**src/rtl/alu_exec_pkg.sv**
```systemverilog
// Shared encodings for the MIPS execute stage: ALUOp classes, R-type func codes
// and the internal ALU control codes.
package alu_exec_pkg;

  localparam logic [2:0] OP_ADD   = 3'b000;
  localparam logic [2:0] OP_SUB   = 3'b001;
  localparam logic [2:0] OP_RTYPE = 3'b010;
  localparam logic [2:0] OP_AND   = 3'b011;
  localparam logic [2:0] OP_OR    = 3'b100;
  localparam logic [2:0] OP_SLT   = 3'b101;
  localparam logic [2:0] OP_LUI   = 3'b110;
  localparam logic [2:0] OP_XOR   = 3'b111;

  localparam logic [5:0] FN_SLL  = 6'h00;
  localparam logic [5:0] FN_SRL  = 6'h02;
  localparam logic [5:0] FN_SRA  = 6'h03;
  localparam logic [5:0] FN_ADD  = 6'h20;
  localparam logic [5:0] FN_ADDU = 6'h21;
  localparam logic [5:0] FN_SUB  = 6'h22;
  localparam logic [5:0] FN_SUBU = 6'h23;
  localparam logic [5:0] FN_AND  = 6'h24;
  localparam logic [5:0] FN_OR   = 6'h25;
  localparam logic [5:0] FN_XOR  = 6'h26;
  localparam logic [5:0] FN_NOR  = 6'h27;
  localparam logic [5:0] FN_SLT  = 6'h2A;
  localparam logic [5:0] FN_SLTU = 6'h2B;

  localparam logic [3:0] CTR_AND  = 4'h0;
  localparam logic [3:0] CTR_OR   = 4'h1;
  localparam logic [3:0] CTR_ADD  = 4'h2;
  localparam logic [3:0] CTR_SUB  = 4'h3;
  localparam logic [3:0] CTR_SLT  = 4'h4;
  localparam logic [3:0] CTR_NOR  = 4'h5;
  localparam logic [3:0] CTR_XOR  = 4'h6;
  localparam logic [3:0] CTR_SLL  = 4'h7;
  localparam logic [3:0] CTR_SRL  = 4'h8;
  localparam logic [3:0] CTR_SRA  = 4'h9;
  localparam logic [3:0] CTR_SLTU = 4'hA;
  localparam logic [3:0] CTR_LUI  = 4'hB;
  localparam logic [3:0] CTR_ADDU = 4'hC;
  localparam logic [3:0] CTR_SUBU = 4'hD;

  // Ops that feed the shared adder with ~b and a carry-in of 1.
  function automatic logic is_subtract(input logic [3:0] ctr);
    return (ctr == CTR_SUB) || (ctr == CTR_SUBU) ||
           (ctr == CTR_SLT) || (ctr == CTR_SLTU);
  endfunction

endpackage

```
**src/rtl/alu_exec_decode.sv**
```systemverilog
// ALU control decode: maps the control unit's op class plus the R-type func
// field onto a single ALU control code.
module alu_exec_decode
  import alu_exec_pkg::*;
(
  input  logic [2:0] ALUOp,
  input  logic [5:0] func,
  output logic [3:0] ALUCtr
);

  logic [3:0] rtype_ctr;

  // Unknown func codes fall back to ADD so a bad encoding never yields garbage.
  always_comb begin
    rtype_ctr = CTR_ADD;
    case (func)
      FN_ADD:  rtype_ctr = CTR_ADD;
      FN_ADDU: rtype_ctr = CTR_ADDU;
      FN_SUB:  rtype_ctr = CTR_SUB;
      FN_SUBU: rtype_ctr = CTR_SUBU;
      FN_AND:  rtype_ctr = CTR_AND;
      FN_OR:   rtype_ctr = CTR_OR;
      FN_XOR:  rtype_ctr = CTR_XOR;
      FN_NOR:  rtype_ctr = CTR_NOR;
      FN_SLT:  rtype_ctr = CTR_SLT;
      FN_SLTU: rtype_ctr = CTR_SLTU;
      FN_SLL:  rtype_ctr = CTR_SLL;
      FN_SRL:  rtype_ctr = CTR_SRL;
      FN_SRA:  rtype_ctr = CTR_SRA;
      default: rtype_ctr = CTR_ADD;
    endcase
  end

  always_comb begin
    ALUCtr = CTR_ADD;
    case (ALUOp)
      OP_ADD:   ALUCtr = CTR_ADD;
      OP_SUB:   ALUCtr = CTR_SUB;
      OP_RTYPE: ALUCtr = rtype_ctr;
      OP_AND:   ALUCtr = CTR_AND;
      OP_OR:    ALUCtr = CTR_OR;
      OP_SLT:   ALUCtr = CTR_SLT;
      OP_LUI:   ALUCtr = CTR_LUI;
      OP_XOR:   ALUCtr = CTR_XOR;
      default:  ALUCtr = CTR_ADD;
    endcase
  end

endmodule

```
**src/rtl/alu_exec_unit.sv**
```systemverilog
// Execute stage of the single-cycle MIPS core: ALU control decode, 32-bit ALU,
// branch-condition network and a debug status register of last cycle's flags.
module alu_exec_unit
  import alu_exec_pkg::*;
(
  input  logic        clk,
  input  logic        rstb,
  input  logic [2:0]  ALUOp,
  input  logic [5:0]  func,
  input  logic [31:0] a,
  input  logic [31:0] b,
  input  logic [4:0]  shamt,
  input  logic        BranchEQ,
  input  logic        BranchNE,
  input  logic        BranchGTZ,
  output logic [3:0]  ALUCtr,
  output logic [31:0] result,
  output logic        carry_out,
  output logic        overflow,
  output logic        zero,
  output logic        branch,
  output logic [3:0]  flags_q,
  output logic        branch_q
);

  logic        sub_op;
  logic [31:0] b_eff;
  logic [32:0] sum;
  logic        add_ovf;
  logic        sub_ovf;
  logic        valid_ctr;

  alu_exec_decode u_decode (
    .ALUOp  (ALUOp),
    .func   (func),
    .ALUCtr (ALUCtr)
  );

  // One 33-bit adder serves add, subtract and both compares; bit 32 is the carry.
  assign sub_op  = is_subtract(ALUCtr);
  assign b_eff   = sub_op ? ~b : b;
  assign sum     = {1'b0, a} + {1'b0, b_eff} + {32'b0, sub_op};
  assign add_ovf = (a[31] == b[31]) && (sum[31] != a[31]);
  assign sub_ovf = (a[31] != b[31]) && (sum[31] != a[31]);

  always_comb begin
    result    = '0;
    carry_out = 1'b0;
    overflow  = 1'b0;
    valid_ctr = 1'b1;
    case (ALUCtr)
      CTR_AND:  result = a & b;
      CTR_OR:   result = a | b;
      CTR_NOR:  result = ~(a | b);
      CTR_XOR:  result = a ^ b;
      CTR_ADD: begin
        result    = sum[31:0];
        carry_out = sum[32];
        overflow  = add_ovf;
      end
      CTR_ADDU: begin
        result    = sum[31:0];
        carry_out = sum[32];
      end
      CTR_SUB: begin
        result    = sum[31:0];
        carry_out = sum[32];
        overflow  = sub_ovf;
      end
      CTR_SUBU: begin
        result    = sum[31:0];
        carry_out = sum[32];
      end
      // Signed less-than is the sign of a-b corrected by its overflow.
      CTR_SLT:  result = {31'b0, sum[31] ^ sub_ovf};
      CTR_SLTU: result = {31'b0, ~sum[32]};
      CTR_SLL:  result = b << shamt;
      CTR_SRL:  result = b >> shamt;
      CTR_SRA:  result = $unsigned($signed(b) >>> shamt);
      CTR_LUI:  result = {b[15:0], 16'h0000};
      default:  valid_ctr = 1'b0;
    endcase
  end

  assign zero   = valid_ctr && (result == 32'h0);
  assign branch = (BranchEQ & zero) | (BranchNE & ~zero) |
                  (BranchGTZ & ~result[31] & ~zero);

  always_ff @(posedge clk or negedge rstb) begin
    if (!rstb) begin
      flags_q  <= 4'b0000;
      branch_q <= 1'b0;
    end else begin
      flags_q  <= {zero, result[31], carry_out, overflow};
      branch_q <= branch;
    end
  end

endmodule

```
**config.mk**
```make
export PLATFORM = sky130hd
export DESIGN_NAME = alu_exec_unit
export DESIGN_NICKNAME = d
export VERILOG_FILES = /design/src/rtl/alu_exec_pkg.sv /design/src/rtl/alu_exec_decode.sv /design/src/rtl/alu_exec_unit.sv
export SDC_FILE = /design/constraint.sdc
export NUM_CORES = 1
export LEC_CHECK = 0
export ABC_AREA = 1
export BUFFER_PORTS_ARGS = -buffer_cell sky130_fd_sc_hd__buf_2
export CAP_MARGIN = 0
export CORE_UTILIZATION = 55
export CTS_CLUSTER_SIZE = 30
export DETAILED_ROUTE_END_ITERATION = 16
export PLACE_DENSITY_LB_ADDON = 0.08
export SETUP_SLACK_MARGIN = 0.4
export SLEW_MARGIN = 40
export SYNTH_ARGS = -nofsm -noshare
export SYNTH_HDL_FRONTEND = slang
export SYNTH_SLANG_ARGS = --single-unit
```
**constraint.sdc**
```tcl
create_clock -name clk -period 12.56 [get_ports clk]
set_input_delay 3.14 -clock clk [delete_from_list [all_inputs] [get_ports clk]]
set_output_delay 3.14 -clock clk [all_outputs]
set_load 0.05 [all_outputs]
```
==> results.cfg <==
[die]
fp.dieH_um = 132
die_x_um = 132
initial_utilization = 0.565
dieArea_sq_um = 17500
ios = 128
row_count = 47
core_sq_um = 16600

[power_and_ir_drop]
p_leak_nw = 5.53
ir_drop_mv = 0.0994
total_power_mw = 0.847
pwr_density_cell_nw_per_um2 = 84.4

[synthesis]
avgSynthCellArea_sq_um = 5.19
ys_types = 62
synth.top_cells.by_count = nand2_1, nor2_1, inv_1
ys_ff_latch = 5
yosys-top-cells-area = nand2_1, ha_1, nand3_1
yosysTopAreaCellShare = 0.222
yosysTopAreaCell = nand2_1
synth_nets = 1986
synthArstFlopShare = 1.00
syn_area_sq_um = 9360
syn_inst = 1803
ys_warn_count = 0
yosysSeqAreaShare = 0.0134
yosys_most_used_dff = dfrtp_1
synth-edff-count = 0
post-synth-top-count-cell = nand2_1

[detailed_routing]
drc = 0
antenna_left = 0
routedWlPerCell_um = 19.5
first_pass_iters = 6
first_iter_violations = 1663
drt-total-wl_mm = 40.7
viasPerCell = 6.08
vias = 12661

[final_layout]
utilization = 0.605
final_cell_area_sq_um = 10000
final_nets = 2048
diodes = 0
fin_cells = 2084
drive_gt1_frac = 0.122
n_fill_cell = 1784
layout-area-overhead-vs-synth_pct = 7.20

[worst_setup_path]
path_max_fanout = 15
worst_setup_path_end_kind = output pin
cp_common_cell = nand2_1
cp_slowest_cell = fa_1
max_stage_delay_ps = 430
cp.required_ps = 9420
path_class = input pin to output pin
worstPathArrival_ps = 8450
crit_path_start_kind = input pin

[timing]
maxSlewViolCount = 0
fin_crit_sh = 0.922
tns_ps = 0
rsz0062_at_grt = no
hold_violations = 0
worstMarginPinSlew_ps = 744
setup_slack_ps = 974
max_freq_mhz = 86.3
setup_viol_count_final = 0
slew_headroom = 0.504
post-route-min-period_ps = 11590
hold_ws_ps = 2710

[global_routing]
antenna_found_initial = 0
overflow = 0
grt_pass1_vias = 11221
grt_start_max_net_pins = 71
grt.total_usage = 0.456
grt_first_pass_wirelength_mm = 62.6

[clock_tree]
clockBufferDepth = 2
clk_pin_slew_ps = 30
cts-hold-fix-buffers = 0
clkSinkCount = 5
cts_tree = built
numCtsBuffers = 3
root_buffer = clkbuf_16
htreeDepth = 1

[placed_design]
placed_cell_area_sq_um = 9950
io_buffers = 127
dpl.hpwl_mm = 33.1
dp_slack_ps = 864
place_inst = 2080
gp_congestion = 1.04

[status]
outcome = finished clean

[run]
maxCapViolCount = 0

[worst_hold_path]
hold_class = input pin to asynchronous set/reset pin
-- layer usage --
metal  track usage  up-vias  routed length [um]
met5             0        -                   0
met4         0.233        0                2460
met3        0.0720      138                4490
met2         0.692      819               16800
met1         0.621     5691               16900
li1              -     6013                   -
-- flip-flops by register name, summed over array words and instances (netlist names) --
| name | flops |
|---|---|
| flags_q | 4 |
| branch_q | 1 |
-- final cells by class --
| class | instances | area (sq um) | share of cell area |
|---|---|---|---|
| repair buffers | 140 | 736 | 0.0733 |
| clock buffers | 4 | 78.8 | 0.00785 |
| inverters | 210 | 795 | 0.0792 |
| flip-flops and latches | 5 | 125 | 0.0125 |
| well taps | 220 | 275 | 0.0274 |
| multi-input cells | 1505 | 8030 | 0.800 |
-- critical path: cells and delay by family --
| family | cells | cell delay [ps] |
|---|---|---|
| and+or+nand+nor | 23 | 2680 |
| xor gates and xnor gates | 1 | 270 |
| buffers and inverters | 5 | 640 |
| AOI/OAI and AO/OA | 4 | 960 |
| adders and majority gates | 2 | 720 |
-- final timing paths --
path                          start          to  slack, ps  cells after the start
worst max-delay path        func[0]      branch        970                     35
worst min-delay path           rstb  flags_q[3]       2710                      1
max in group asynchronous      rstb  flags_q[1]       9720                      1
min in group clk           BranchEQ    branch_q       3200                      3
-- cells by family (layout without fill, tap and decap cells) --
group | count (synthesis) | count (layout) | synth area share
simple gates | 1047 | 1047 | 0.484
compound gates | 316 | 316 | 0.197
buf+inv | 293 | 354 | 0.130
fa+ha+maj | 100 | 100 | 0.134
xor+xnor | 38 | 38 | 0.0364
flops | 5 | 5 | 0.0134
mux | 4 | 4 | 0.00428
-- power breakdown --
group          internal, mW  switching [mW]
clock                0.0422          0.0120
combinational         0.211           0.563
sequential           0.0184        0.000477
-- cells in the final DEF (no fill, tap or decap), types with 12 or more instances in the layout --
cell / n
nand4_1: 17
a21oi_1: 73
nand2_1: 552
nor3_1: 13
nand3_1: 186
buf_2: 126
nor2_1: 201
ha_1: 99
o211ai_1: 19
nor2_2: 12
nand2_2: 22
buf_4: 14
inv_1: 197
o21ai_0: 150
xor2_1: 33
-- timing repair --
item                       4_1_cts  5_1_grt
gates resized for setup          0        1
setup endpoints to repair        0        2
buffers inserted                 0        0
hold endpoints to repair         0        0
Power figures use the tool's default switching activity.
